File: src/rtl/seven_segment_scan_decoder.sv
// Monitors a multiplexed 7-segment bus and recovers one BCD nibble per digit.
// A frame is emitted once every digit has been captured after settling.
module seven_segment_scan_decoder #(
    parameter int unsigned N_DIGITS      = 4,
    parameter int unsigned STABLE_CYCLES = 4
) (
    input  logic                  clk,
    input  logic                  rst,
    input  logic                  A,
    input  logic                  B,
    input  logic                  C,
    input  logic                  D,
    input  logic                  E,
    input  logic                  F,
    input  logic                  G,
    input  logic [N_DIGITS-1:0]   AN,
    output logic [4*N_DIGITS-1:0] bcd_out,
    output logic                  frame_valid,
    output logic                  err_out
);

    localparam int unsigned CntW = $clog2(STABLE_CYCLES + 1);
    localparam int unsigned SampW = N_DIGITS + 7;
    localparam logic [CntW-1:0] CntMax = CntW'(STABLE_CYCLES);

    typedef enum logic [1:0] {
        StWait,
        StSettle,
        StCaptured
    } state_e;

    state_e                state_q, state_d;
    logic [SampW-1:0]      samp_q;
    logic [SampW-1:0]      samp_in;
    logic [CntW-1:0]       cnt_q, cnt_d;
    logic [N_DIGITS-1:0]   mask_q, mask_d;
    logic                  err_q, err_d;
    logic [4*N_DIGITS-1:0] dig_q, dig_d;
    logic [4*N_DIGITS-1:0] bcd_d;
    logic                  err_out_d;
    logic                  frame_d;

    logic [N_DIGITS-1:0]   in_an;
    logic [N_DIGITS-1:0]   an_q;
    logic                  in_onehot;
    logic                  in_multi;
    logic                  changed;
    logic                  capture;
    logic [3:0]            nib;
    logic                  seg_bad;
    logic [N_DIGITS-1:0]   mask_new;
    logic                  err_new;

    function automatic logic [3:0] decode(input logic [6:0] seg);
        logic [3:0] v;
        case (seg)
            7'b1111110: v = 4'd0;
            7'b0110000: v = 4'd1;
            7'b1101101: v = 4'd2;
            7'b1111001: v = 4'd3;
            7'b0110011: v = 4'd4;
            7'b1011011: v = 4'd5;
            7'b1011111: v = 4'd6;
            7'b1110000: v = 4'd7;
            7'b1111111: v = 4'd8;
            7'b1111011: v = 4'd9;
            default:    v = 4'hF;
        endcase
        return v;
    endfunction

    assign samp_in = {AN, A, B, C, D, E, F, G};
    assign in_an   = AN;
    assign an_q    = samp_q[SampW-1:7];

    always_comb begin
        in_onehot = (in_an != '0) && ((in_an & (in_an - 1'b1)) == '0);
        in_multi  = (in_an != '0) && !in_onehot;
        changed   = (samp_in != samp_q);

        cnt_d = cnt_q;
        if (changed || !in_onehot) begin
            cnt_d = '0;
        end else if (cnt_q != CntMax) begin
            cnt_d = cnt_q + 1'b1;
        end

        // The incoming sample must match the registered one, so a change on the
        // would-be capture edge cancels it.
        capture = in_onehot && !changed && (state_q == StSettle) && (cnt_d == CntMax);

        nib     = decode(samp_q[6:0]);
        seg_bad = (nib == 4'hF);

        dig_d = dig_q;
        if (capture) begin
            for (int k = 0; k < N_DIGITS; k++) begin
                if (an_q[k]) begin
                    dig_d[4*k +: 4] = nib;
                end
            end
        end

        mask_new = capture ? (mask_q | an_q) : mask_q;
        err_new  = err_q | (capture && seg_bad) | (in_multi && changed);

        mask_d    = mask_new;
        err_d     = err_new;
        bcd_d     = bcd_out;
        err_out_d = err_out;
        frame_d   = 1'b0;
        if (capture && (&mask_new)) begin
            bcd_d     = dig_d;
            err_out_d = err_new;
            frame_d   = 1'b1;
            mask_d    = '0;
            err_d     = 1'b0;
        end

        if (!in_onehot) begin
            state_d = StWait;
        end else if (changed) begin
            state_d = StSettle;
        end else if (capture) begin
            state_d = StCaptured;
        end else begin
            state_d = state_q;
        end
    end

    always_ff @(posedge clk or posedge rst) begin
        if (rst) begin
            state_q     <= StWait;
            samp_q      <= '0;
            cnt_q       <= '0;
            mask_q      <= '0;
            err_q       <= 1'b0;
            dig_q       <= '0;
            bcd_out     <= '0;
            err_out     <= 1'b0;
            frame_valid <= 1'b0;
        end else begin
            state_q     <= state_d;
            samp_q      <= samp_in;
            cnt_q       <= cnt_d;
            mask_q      <= mask_d;
            err_q       <= err_d;
            dig_q       <= dig_d;
            bcd_out     <= bcd_d;
            err_out     <= err_out_d;
            frame_valid <= frame_d;
        end
    end

endmodule

File: config.mk
export PLATFORM = sky130hd
export DESIGN_NAME = seven_segment_scan_decoder
export DESIGN_NICKNAME = d
export VERILOG_FILES = /design/src/rtl/seven_segment_scan_decoder.sv
export SDC_FILE = /design/constraint.sdc
export NUM_CORES = 1
export LEC_CHECK = 0
export ABC_AREA = 1
export CAP_MARGIN = 20
export CORE_MARGIN = 4
export CORE_UTILIZATION = 30
export DETAILED_ROUTE_END_ITERATION = 7
export GPL_TIMING_DRIVEN = 1
export PLACE_DENSITY = 0.51
export SKIP_LAST_GASP = 1
export SYNTH_ARGS = -nofsm -noshare
export SYNTH_HDL_FRONTEND = slang
export SYNTH_SLANG_ARGS = --single-unit
File: constraint.sdc
create_clock -name clk -period 2.7 [get_ports clk]
set_clock_uncertainty 0.15 [all_clocks]
set_input_delay 0.54 -clock clk [delete_from_list [all_inputs] [get_ports clk]]
set_output_delay 0.54 -clock clk [all_outputs]
set_load 0.05 [all_outputs]
=== Word level (Yosys, flattened, before mapping) ===
Index checks and enable logic that the tools add are counted.
W data, S select, Z words.

* Bits of input ports: 13
* Flip-flop bits (word level): 55
* RAM bits: 0
* Latch bits: 0
* Memories kept: 0
* ROM bits: 0

* Div/mod/pow operators: 0
* Mux-type cells: 15
* $mul: 0
* Reduce and logical (&&, ||, !) cells: 14
* $add $sub $neg: 2
* Eq/ne operators: 16
* $lt $le $gt $ge: 0
* Bitwise gates (word level): 4
* Shift-type cells: 0

{| class="wikitable"
|+ Operator list
! kind !! count
|-
| $eq A7 B7 Y1 const B || 8
|-
| $pmux W4 S10 || 1
|-
| $mux W4 || 6
|-
| $mux W16 || 1
|-
| $eq A7 B6 Y1 const B || 2
|-
| $ne A11 B11 Y1 || 1
|-
| $logic_and A1 B1 Y1 || 8
|-
| $mux W2 || 3
|-
| $mux W3 || 2
|-
| $and A4 B4 Y4 || 1
|-
| $eq A4 B4 Y1 const B || 1
|-
| $logic_not A4 Y1 || 1
|-
| $or A4 B4 Y4 || 1
|-
| $reduce_and A4 Y1 || 1
|-
| $reduce_bool A4 Y1 || 1
|-
| $sub A4 B1 Y4 const B || 1
|-
| $add A3 B1 Y3 const B || 1
|-
| $eq A3 B3 Y1 const B || 1
|-
| $ne A3 B1 Y1 const B || 1
|-
| $ne A3 B3 Y1 const B || 1
|-
| $eq A2 B1 Y1 const B || 1
|-
| $logic_not A1 Y1 || 2
|-
| $mux W1 || 2
|-
| $or A1 B1 Y1 || 2
|-
| $logic_or A1 B1 Y1 || 1
|}

=== Logic depth before layout (Yosys ltp) ===
Gate-level depths: netlist (run 1).

* Word-level depth: 13
* Gate-level depth with buffers: 14

=== Least setup slack after synthesis (run 1) ===
No wires, ideal clock.

* Path type: flip-flop to flip-flop
* Start: register cnt_q[0]
* End: register bcd_out[0]
* Cell stages (with the launch flop): 12
* Required time: 2.431 ns
* Path slack: 0.517 ns
* Setup time: 0.119 ns
* Arrival time: 1.914 ns
* Buffers on the path: 1
* Cell sequence: dfrtp_1 -> inv_1 -> ha_1 -> inv_1 -> nand3_1 -> nor2_1 -> nand4_4 -> o21bai_4 -> nand4_4 -> buf_6 -> nand2_1 -> nand2_1

* Longest elaborated chain between the ends: 8

{| class="wikitable"
|+ RTL lines
! item !! RTL line !! RTL
|-
| from (decl) || 35 || <nowiki>logic [CntW-1:0] cnt_q, cnt_d;</nowiki>
|-
| from (signal assigned) || 145 || <nowiki>cnt_q <= cnt_d;</nowiki>
|-
| $add A3 B1 Y3 / $ne A3 B3 Y1 (equally long branches) || 85, 84 ||
|-
| $mux W3 * || 84 || <nowiki>end else if (cnt_q != CntMax) begin</nowiki>
|-
| $mux W3 * || 82 || <nowiki>if (changed || !in_onehot) begin</nowiki>
|-
| $eq A3 B3 Y1 * || 90 || <nowiki>capture = in_onehot && !changed && (state_q == StSettle) && (cnt_d == CntMax);</nowiki>
|-
| $logic_and A1 B1 Y1 * || 90 ||
|-
| $mux W4 || 104 || <nowiki>mask_new = capture ? (mask_q | an_q) : mask_q;</nowiki>
|-
| $reduce_and A4 Y1 || 112 || <nowiki>if (capture && (&mask_new)) begin</nowiki>
|-
| $logic_and A1 B1 Y1 || 112 ||
|-
| to (signal assigned) || 139 || <nowiki>bcd_out <= '0;</nowiki>
|-
| to (signal assigned) || 149 || <nowiki>bcd_out <= bcd_d;</nowiki>
|-
| to (decl) || 17 || <nowiki>output logic [4*N_DIGITS-1:0] bcd_out,</nowiki>
|}

Every way passes the cells marked *; elsewhere a longest branch is shown, timed or not.
A chain may end at the register's enable or synchronous reset.

=== Worst setup path after layout (run 1) ===
* Start: input AN[1]
* End: register bcd_out[7]

* Longest elaborated chain between the ends: 12

{| class="wikitable"
|+ RTL lines
! item !! RTL line !! RTL
|-
| from (decl) || 16 || <nowiki>input logic [N_DIGITS-1:0] AN,</nowiki>
|-
| $sub A4 B1 Y4 || 77 || <nowiki>in_onehot = (in_an != '0) && ((in_an & (in_an - 1'b1)) == '0);</nowiki>
|-
| $and A4 B4 Y4 || 77 ||
|-
| $logic_not A4 Y1 || 77 ||
|-
| $logic_and A1 B1 Y1 || 77 ||
|-
| $logic_not A1 Y1 || -- ||
|-
| $logic_or A1 B1 Y1 || 82 ||
|-
| $mux W3 || 82 ||
|-
| $eq A3 B3 Y1 || 90 ||
|-
| $logic_and A1 B1 Y1 * || 90 ||
|-
| $mux W4 || 104 ||
|-
| $reduce_and A4 Y1 || 112 ||
|-
| $logic_and A1 B1 Y1 || 112 ||
|}

Marked as above.

==> flow_metrics.py, run 1 <==
metrics = {
    "grt": {
        "grt_start_max_net_pins": 24,
        "antenna_found_initial": 0,
        "grt_pass1_wl_mm": 9.71,
        "track_usage_pct": 11.8,
        "grt_pass1_vias": 2027,
        "grt_overflow": 0,
    },
    "power_and_ir_drop": {
        "p_leak_nw": 1.75,
        "p_int_mw": 1.06,
        "p_sw_share_pct": 24.5,
        "p_sw_uw": 343,
        "pwr-share-seq_pct": 60.2,
        "comb_power_share_pct": 7.1,
        "p_clk_share_pct": 32.7,
        "power_density_nw_per_um2": 432,
        "peakVddDrop_uv": 188,
    },
    "floorplanning": {
        "die-area_sq_um": 10300,
        "die_x_um": 102,
        "fp.dieH_um": 102,
        "io_pins": 31,
        "placementRows": 33,
        "core_area_sq_um": 8380,
        "initial_core_util_pct": 31.3,
    },
    "timing": {
        "slew_headroom_pct": 57.1,
        "worst_slew_pin_slew_ns": 0.638,
        "post-route-period-util_pct": 91.2,
        "period_minus_slack_ns": 2.46,
        "setup_violations": 0,
        "final-max-slew-violation-count": 0,
        "final.setup.tns_ns": 0,
        "hold_violations": 0,
        "fmax_mhz": 406,
        "rsz0062_at_grt": "false",
        "timing.final.ws_setup_ns": 0.239,
        "whs_ns": 0.328,
    },
    "cts": {
        "cts_tree": "done",
        "cts_buffer_depth": 2,
        "cts_buffers": 5,
        "cts_hold_buf": 0,
        "path_clk_slew_ns": 0.10,
        "clk_latency_ns": 0.31,
        "cts_root_buf": "clkbuf_8",
        "clock-sinks": 55,
        "htree_levels": 2,
    },
    "setup_path": {
        "path_cells": "clkdlybuf4s50_1 > nor2_1 > a21oi_1 > nor2_1 > nand3_2 > inv_1 > nand4_4 > a21oi_2 > inv_2 > nor2_8 > nand3_1 > nand2_1",
        "cp_common_cell": "nor2_1",
        "crit_type": "input port to register",
        "cpMaxStageDelayCell": "clkdlybuf4s50_1",
        "path_buf_inv": 3,
        "crit_required_ns": 2.79,
        "max_stage_delay_ns": 0.48,
        "path_delay_family": "simple AND/OR/NAND/NOR gates",
        "crit_fanout": 17,
        "crit_path_start_kind": "input port",
        "cp.arrival_ns": 2.55,
        "endpoint_kind": "register",
    },
    "route": {
        "drt_drc_violations_left": 0,
        "wirelength_mm": 5.54,
        "drtAntennaViolNets": 0,
        "vias_per_cell": 4.34,
        "post_drt_wl_per_cell_um": 11.8,
        "highest_layer": "met4",
        "met1_length_mm": 2.71,
        "wl_met3_um": 176,
        "drt_pre_antenna_iters": 3,
        "wl_met2_mm": 2.62,
        "drt_iter0_markers": 49,
        "via_count": 2039,
    },
    "synthesis": {
        "yosysTopAreaCell": "dfrtp_1",
        "ys_warn_count": 0,
        "synthCells": 318,
        "syn_area_sq_um": 2630,
        "synth_top_cell_area_share_pct": 52.4,
        "synth-seq-area-share_pct": 52.4,
        "netlist_top_cells_area": "dfrtp_1 52%, nand2_1 17%, inv_1 6.0%",
        "async_reset_ff_share_pct": 100,
        "ys_seq_elements": 55,
        "synth_edf_count": 0,
        "syn_area_per_cell_sq_um": 8.26,
        "dominantRegCellSynth": "dfrtp_1",
        "synth.distinct_cells": 33,
        "synth_nets": 333,
    },
    "place": {
        "place_inst": 462,
        "io_buffers": 30,
        "place_congestion": 0.823,
        "pre_cts_slack_ns": -0.159,
        "dp_hpwl_mm": 4.22,
    },
    "cells_and_area": {
        "drive_above_1_share_pct": 11.5,
        "n_antenna_cell": 0,
        "final_nets": 379,
        "regArea_sq_um": 1380,
        "multi_input_area_sq_um": 1050,
        "final_cells": 470,
        "fill_cells": 867,
        "final_util_pct": 38.6,
        "area_growth_syn_to_layout_pct": 23.3,
    },
    "hold_path": {
        "min_path_type": "register to register",
    },
    "status": {
        "status": "finished clean",
    },
    "run": {
        "cap_violations": 0,
    },
}
[path summary, 6_finish.rpt]
path	from	end	slack, ns	cells after the start
worst max register to register	cnt_q[0]$_DFF_PP0_	bcd_out[7]$_DFFE_PP0P_	0.39	11
max in group asynchronous	rst	samp_q[8]$_DFF_PP0_	1.41	3
worst max-delay path	AN[1]	bcd_out[7]$_DFFE_PP0P_	0.24	12
min in group asynchronous	rst	dig_q[2]$_DFF_PP0_	0.42	2
worst min-delay path	bcd_out[9]$_DFFE_PP0P_	bcd_out[9]$_DFFE_PP0P_	0.33	2
worst min register to register	bcd_out[9]$_DFFE_PP0P_	bcd_out[9]$_DFFE_PP0P_	0.33	2
[layer usage]
layer	vias up	global-route usage (%)
met1	950	16.0
met4	0	3.07
li1	1065	-
met2	22	19.3
met5	-	0
met3	2	2.34
[cell usage after synthesis (all sizes together), types with 2 or more instances]
cell type  count
xnor2          3
nand2        122
buf            3
o21ai         10
nand4          5
nor3           3
o21bai         3
ha             2
dfrtp         55
nand3         27
inv           46
xor2           2
nor2          27
a21oi          4
[power groups by stage]
stage	combinational [mW]	clock, mW	sequential (mW)
finish	0.0994	0.458	0.843
global route	0.115	0.518	0.845
CTS	0.103	0.487	0.843
detailed placement	0.102	0	0.859
global placement	0.101	0	0.859
floorplan	0.0578	0	0.857
[what timing repair did]
item	CTS	global route
buffers inserted	0	0
resized for setup	0	1
setup endpoints to repair	0	4
[cells in the final DEF (no fill, tap or decap)]
cell type,netlist,layout
and3_1,1,1
buf_4,0,11
nand2_2,2,2
clkbuf_8,0,5
clkdlybuf4s50_1,0,30
nor2_8,1,1
nand3b_1,1,1
ha_1,2,2
o21ai_2,1,1
a21o_1,1,1
nand2_4,1,1
a21oi_2,1,1
nor2_2,3,4
xor2_1,2,2
o22ai_1,1,1
buf_12,0,2
o21bai_1,2,2
nor2_1,22,21
clkbuf_1,1,1
dfrtp_1,55,55
nor2_4,1,1
nand3_1,24,24
inv_2,4,5
a21oi_1,3,3
nand2_1,119,119
nand3_2,3,3
xnor2_1,3,3
nand4_1,3,3
nor3_1,3,3
o21ai_0,9,9
inv_1,42,41
nand4_4,2,2
clkinv_4,0,2
o21bai_4,1,1
nor4_1,1,1
[worst min-delay path: cells and delay by family, from the launching register on]
family	cells	cell delay, ns
simple gates	2	0.09
flops	1	0.36
[kinds of logic after synthesis]
logic type                 Yosys count  share of synthesized area (%)
and+or+nand+nor                    187                           32.3
AOI/OAI and AO/OA                   19                           4.76
xor gates and xnor gates             5                           1.67
buffers and inverters               50                           7.90
DFF                                 55                           52.4
adders and majority gates            2                          0.952
[final cells by class]
class / count / share of cell area (%)
clock buffers: 6 / 2.24
clock inverters: 2 / 0.541
inverters: 46 / 5.33
multi-input cells: 213 / 32.3
flip-flops and latches: 55 / 42.5
well taps: 105 / 4.06
repair buffers: 43 / 13.1
[state kept, by name, indices dropped and copies added, names as in the netlist, 2 cells and up]
signal and cells:
dig_q 16, state_q 2, cnt_q 3, bcd_out 16, samp_q 11, mask_q 4
[stage by stage]
| stage | instance area (sq um) | total power [mW] |
|---|---|---|
| finish | 3240 | 1.40 |
| global route | 3240 | 1.48 |
| CTS | 3240 | 1.43 |
| detailed placement | 3150 | 0.961 |
| global placement | 3150 | 0.960 |
| floorplan | 2630 | 0.915 |
(Power assumes the default switching activity.)
==> run 2, diff against run 1 <==
--- a/config.mk
+++ b/config.mk
@@ -7,11 +7,13 @@
 export LEC_CHECK = 0
 export ABC_AREA = 1
 export CAP_MARGIN = 20
+export CELL_PAD_IN_SITES_DETAIL_PLACEMENT = 1
+export CELL_PAD_IN_SITES_GLOBAL_PLACEMENT = 1
 export CORE_MARGIN = 4
 export CORE_UTILIZATION = 30
 export DETAILED_ROUTE_END_ITERATION = 7
 export GPL_TIMING_DRIVEN = 1
-export PLACE_DENSITY = 0.51
+export PLACE_DENSITY = 0.63
 export SKIP_LAST_GASP = 1
 export SYNTH_ARGS = -nofsm -noshare
 export SYNTH_HDL_FRONTEND = slang
==> run 2 against run 1 <==
Sequential share of layout area down 0.65 points; setup slack worse by 0.023 ns; non-clock buffer count stayed put; via count grew 5.2%; flip-flop and latch count unchanged; clock-buffer cell count unchanged; final cell count grew 0.21%; cell area rose by 1.5%.
==> flow_metrics.py, run 2 (synthesis results as in run 1) <==
metrics = {
    "setup_path": {
        "crit_type": "input port to register",
        "timing.rr.end": "bcd_out[2]$_DFFE_PP0P_",
        "crit_required_ns": 2.77,
        "crit_fanout": 5,
        "crit_path_start_kind": "input port",
        "r2r_setup_slack_ns": 0.33,
        "endpoint_kind": "register",
        "cp.arrival_ns": 2.55,
        "r2r_start": "cnt_q[0]$_DFF_PP0_",
        "rr_worst_depth": 12,
    },
    "hold_path": {
        "min-delay-start": "AN[1]",
        "min_to": "samp_q[8]$_DFF_PP0_",
        "min_path_type": "input port to register",
        "hold_depth": 1,
    },
    "floorplanning": {
        "die_x_um": 102,
        "fp.dieH_um": 102,
        "core_area_sq_um": 8380,
        "die-area_sq_um": 10300,
        "placementRows": 33,
        "initial_core_util_pct": 31.3,
        "io_pins": 31,
    },
    "place": {
        "io_buffers": 30,
        "pre_cts_slack_ns": -0.185,
        "place_congestion": 0.748,
        "dp_hpwl_mm": 4.64,
    },
    "cells_and_area": {
        "drive_above_1_share_pct": 12.6,
        "layout_commonest_cell": "nand2_1",
        "final_cell_mix": "119 x nand2_1, 55 x dfrtp_1, 41 x inv_1, 29 x clkdlybuf4s50_1, 24 x nand3_1",
        "area_growth_syn_to_layout_pct": 25.2,
        "final_nets": 380,
        "n_antenna_cell": 0,
        "reg.largest.list": "bcd_out (16), dig_q (16), samp_q (11)",
    },
    "timing": {
        "worst_slew_pin_slew_ns": 0.567,
        "setup_violations": 0,
        "whs_ns": 0.305,
        "fmax_mhz": 402,
        "post-route-period-util_pct": 92.0,
        "hold_violations": 0,
        "timing.final.ws_setup_ns": 0.215,
        "rsz0062_at_grt": "true",
        "final-max-slew-violation-count": 0,
        "period_minus_slack_ns": 2.48,
        "slew_headroom_pct": 61.9,
    },
    "route": {
        "wirelength_mm": 6.31,
        "via_count": 2146,
        "drt_drc_violations_left": 0,
        "vias_per_cell": 4.56,
        "drt_pre_antenna_iters": 4,
        "drt_iter0_markers": 85,
        "post_drt_wl_per_cell_um": 13.4,
        "drtAntennaViolNets": 0,
    },
    "cts": {
        "cts_root_buf": "clkbuf_8",
        "path_clk_slew_ns": 0.11,
        "cts_tree": "done",
        "cts_buffers": 5,
        "htree_levels": 2,
        "clock-sinks": 55,
        "cts_hold_buf": 0,
        "clk_latency_ns": 0.31,
        "cts_buffer_depth": 2,
    },
    "grt": {
        "grt_overflow": 0,
        "grt_pass1_wl_mm": 11.0,
        "grt_start_max_net_pins": 56,
        "track_usage_pct": 13.3,
        "antenna_found_initial": 0,
        "grt_pass1_vias": 2260,
    },
    "power_and_ir_drop": {
        "peakVddDrop_uv": 187,
        "p_sw_share_pct": 23.8,
        "comb_power_share_pct": 6.8,
        "p_int_mw": 1.15,
        "p_leak_nw": 1.78,
        "power_density_nw_per_um2": 459,
        "p_clk_share_pct": 37.4,
        "p_sw_uw": 359,
        "p_total_mw": 1.51,
        "pwr-share-seq_pct": 55.8,
    },
    "run": {
        "cap_violations": 0,
    },
    "status": {
        "status": "finished clean",
    },
}
run 2: cell count changes in the layout (fill, tap and decap cells not counted):
cell,before,now
dlymetal6s2s_1,0,1
a21oi_2,1,0
nor2_1,21,18
nor2_2,4,7
bufinv_16,0,1
a21oi_4,0,1
inv_6,0,1
nor2_4,1,2
clkinv_4,2,0
clkdlybuf4s50_1,30,29
run 2: power groups by stage:
| stage | sequential, mW | combinational (mW) | clock, mW |
|---|---|---|---|
| after floorplan | 0.857 | 0.0578 | 0 |
| after global placement | 0.859 | 0.101 | 0 |
| after detailed placement | 0.860 | 0.104 | 0 |
| after CTS | 0.844 | 0.104 | 0.589 |
| after global routing | 0.846 | 0.118 | 0.625 |
| final | 0.843 | 0.102 | 0.565 |
run 2: critical path, stage by stage:
cell	delay, ns
clkdlybuf4s50_1	0.46
inv_1	0.12
nand2_1	0.06
nand2_1	0.05
nand2_1	0.07
nor2_2	0.12
nand2_1	0.08
nor2_2	0.16
nand4_4	0.14
buf_4	0.19
o21bai_4	0.15
nand4_4	0.13
buf_4	0.19
nand2_1	0.05
nand2_1	0.05
run 2: timing repair:
action / 4_1_cts / 5_1_grt
setup endpoints to repair: 0 / 17
setup buffers: 0 / 0
resized for setup: 0 / 6
run 2: final cells by class:
| class | count | area, sq um |
|---|---|---|
| fill | 1005 | 5090 |
| sequential | 55 | 1380 |
| multi-input combinational | 214 | 1070 |
| timing repair buffer | 43 | 425 |
| inverter | 46 | 173 |
| tap | 105 | 131 |
| clock buffer | 6 | 72.6 |
| clock inverter | 2 | 38.8 |
run 2: worst max-delay path by stage:
stage	from	endpoint	slack, ns	cells after the start
2_1_floorplan	cnt_q[0]$_DFF_PP0_	bcd_out[0]$_DFFE_PP0P_	0.52	11
3_3_place_gp	AN[2]	bcd_out[15]$_DFFE_PP0P_	-0.16	15
3_5_place_dp	AN[2]	bcd_out[15]$_DFFE_PP0P_	-0.18	15
4_1_cts	AN[2]	bcd_out[15]$_DFFE_PP0P_	0.14	15
5_1_grt	AN[2]	bcd_out[11]$_DFFE_PP0P_	-0.007	15
6_report	AN[2]	bcd_out[2]$_DFFE_PP0P_	0.22	15
run 2: through the flow:
step | area, sq um | cells | utilization (%) | setup TNS [ns]
after floorplan | 2630 | 318 | - | 0
after global placement | 3150 | 462 | 37.5 | -2.32
after detailed placement | 3150 | 462 | 37.5 | -3.03
after CTS | 3260 | 470 | 38.9 | 0
after global routing | 3290 | 471 | 39.2 | -0.00710
final | 3290 | 471 | 39.2 | 0
run 2: metal layers:
metal | track usage [%] | vias to the layer above | share of wire (%)
li1 | - | 1076 | -
met5 | 0 | - | 0
met3 | 1.86 | 7 | 2.3
met1 | 18.1 | 1045 | 48
met4 | 3.99 | 0 | 1.2
met2 | 22.0 | 18 | 49
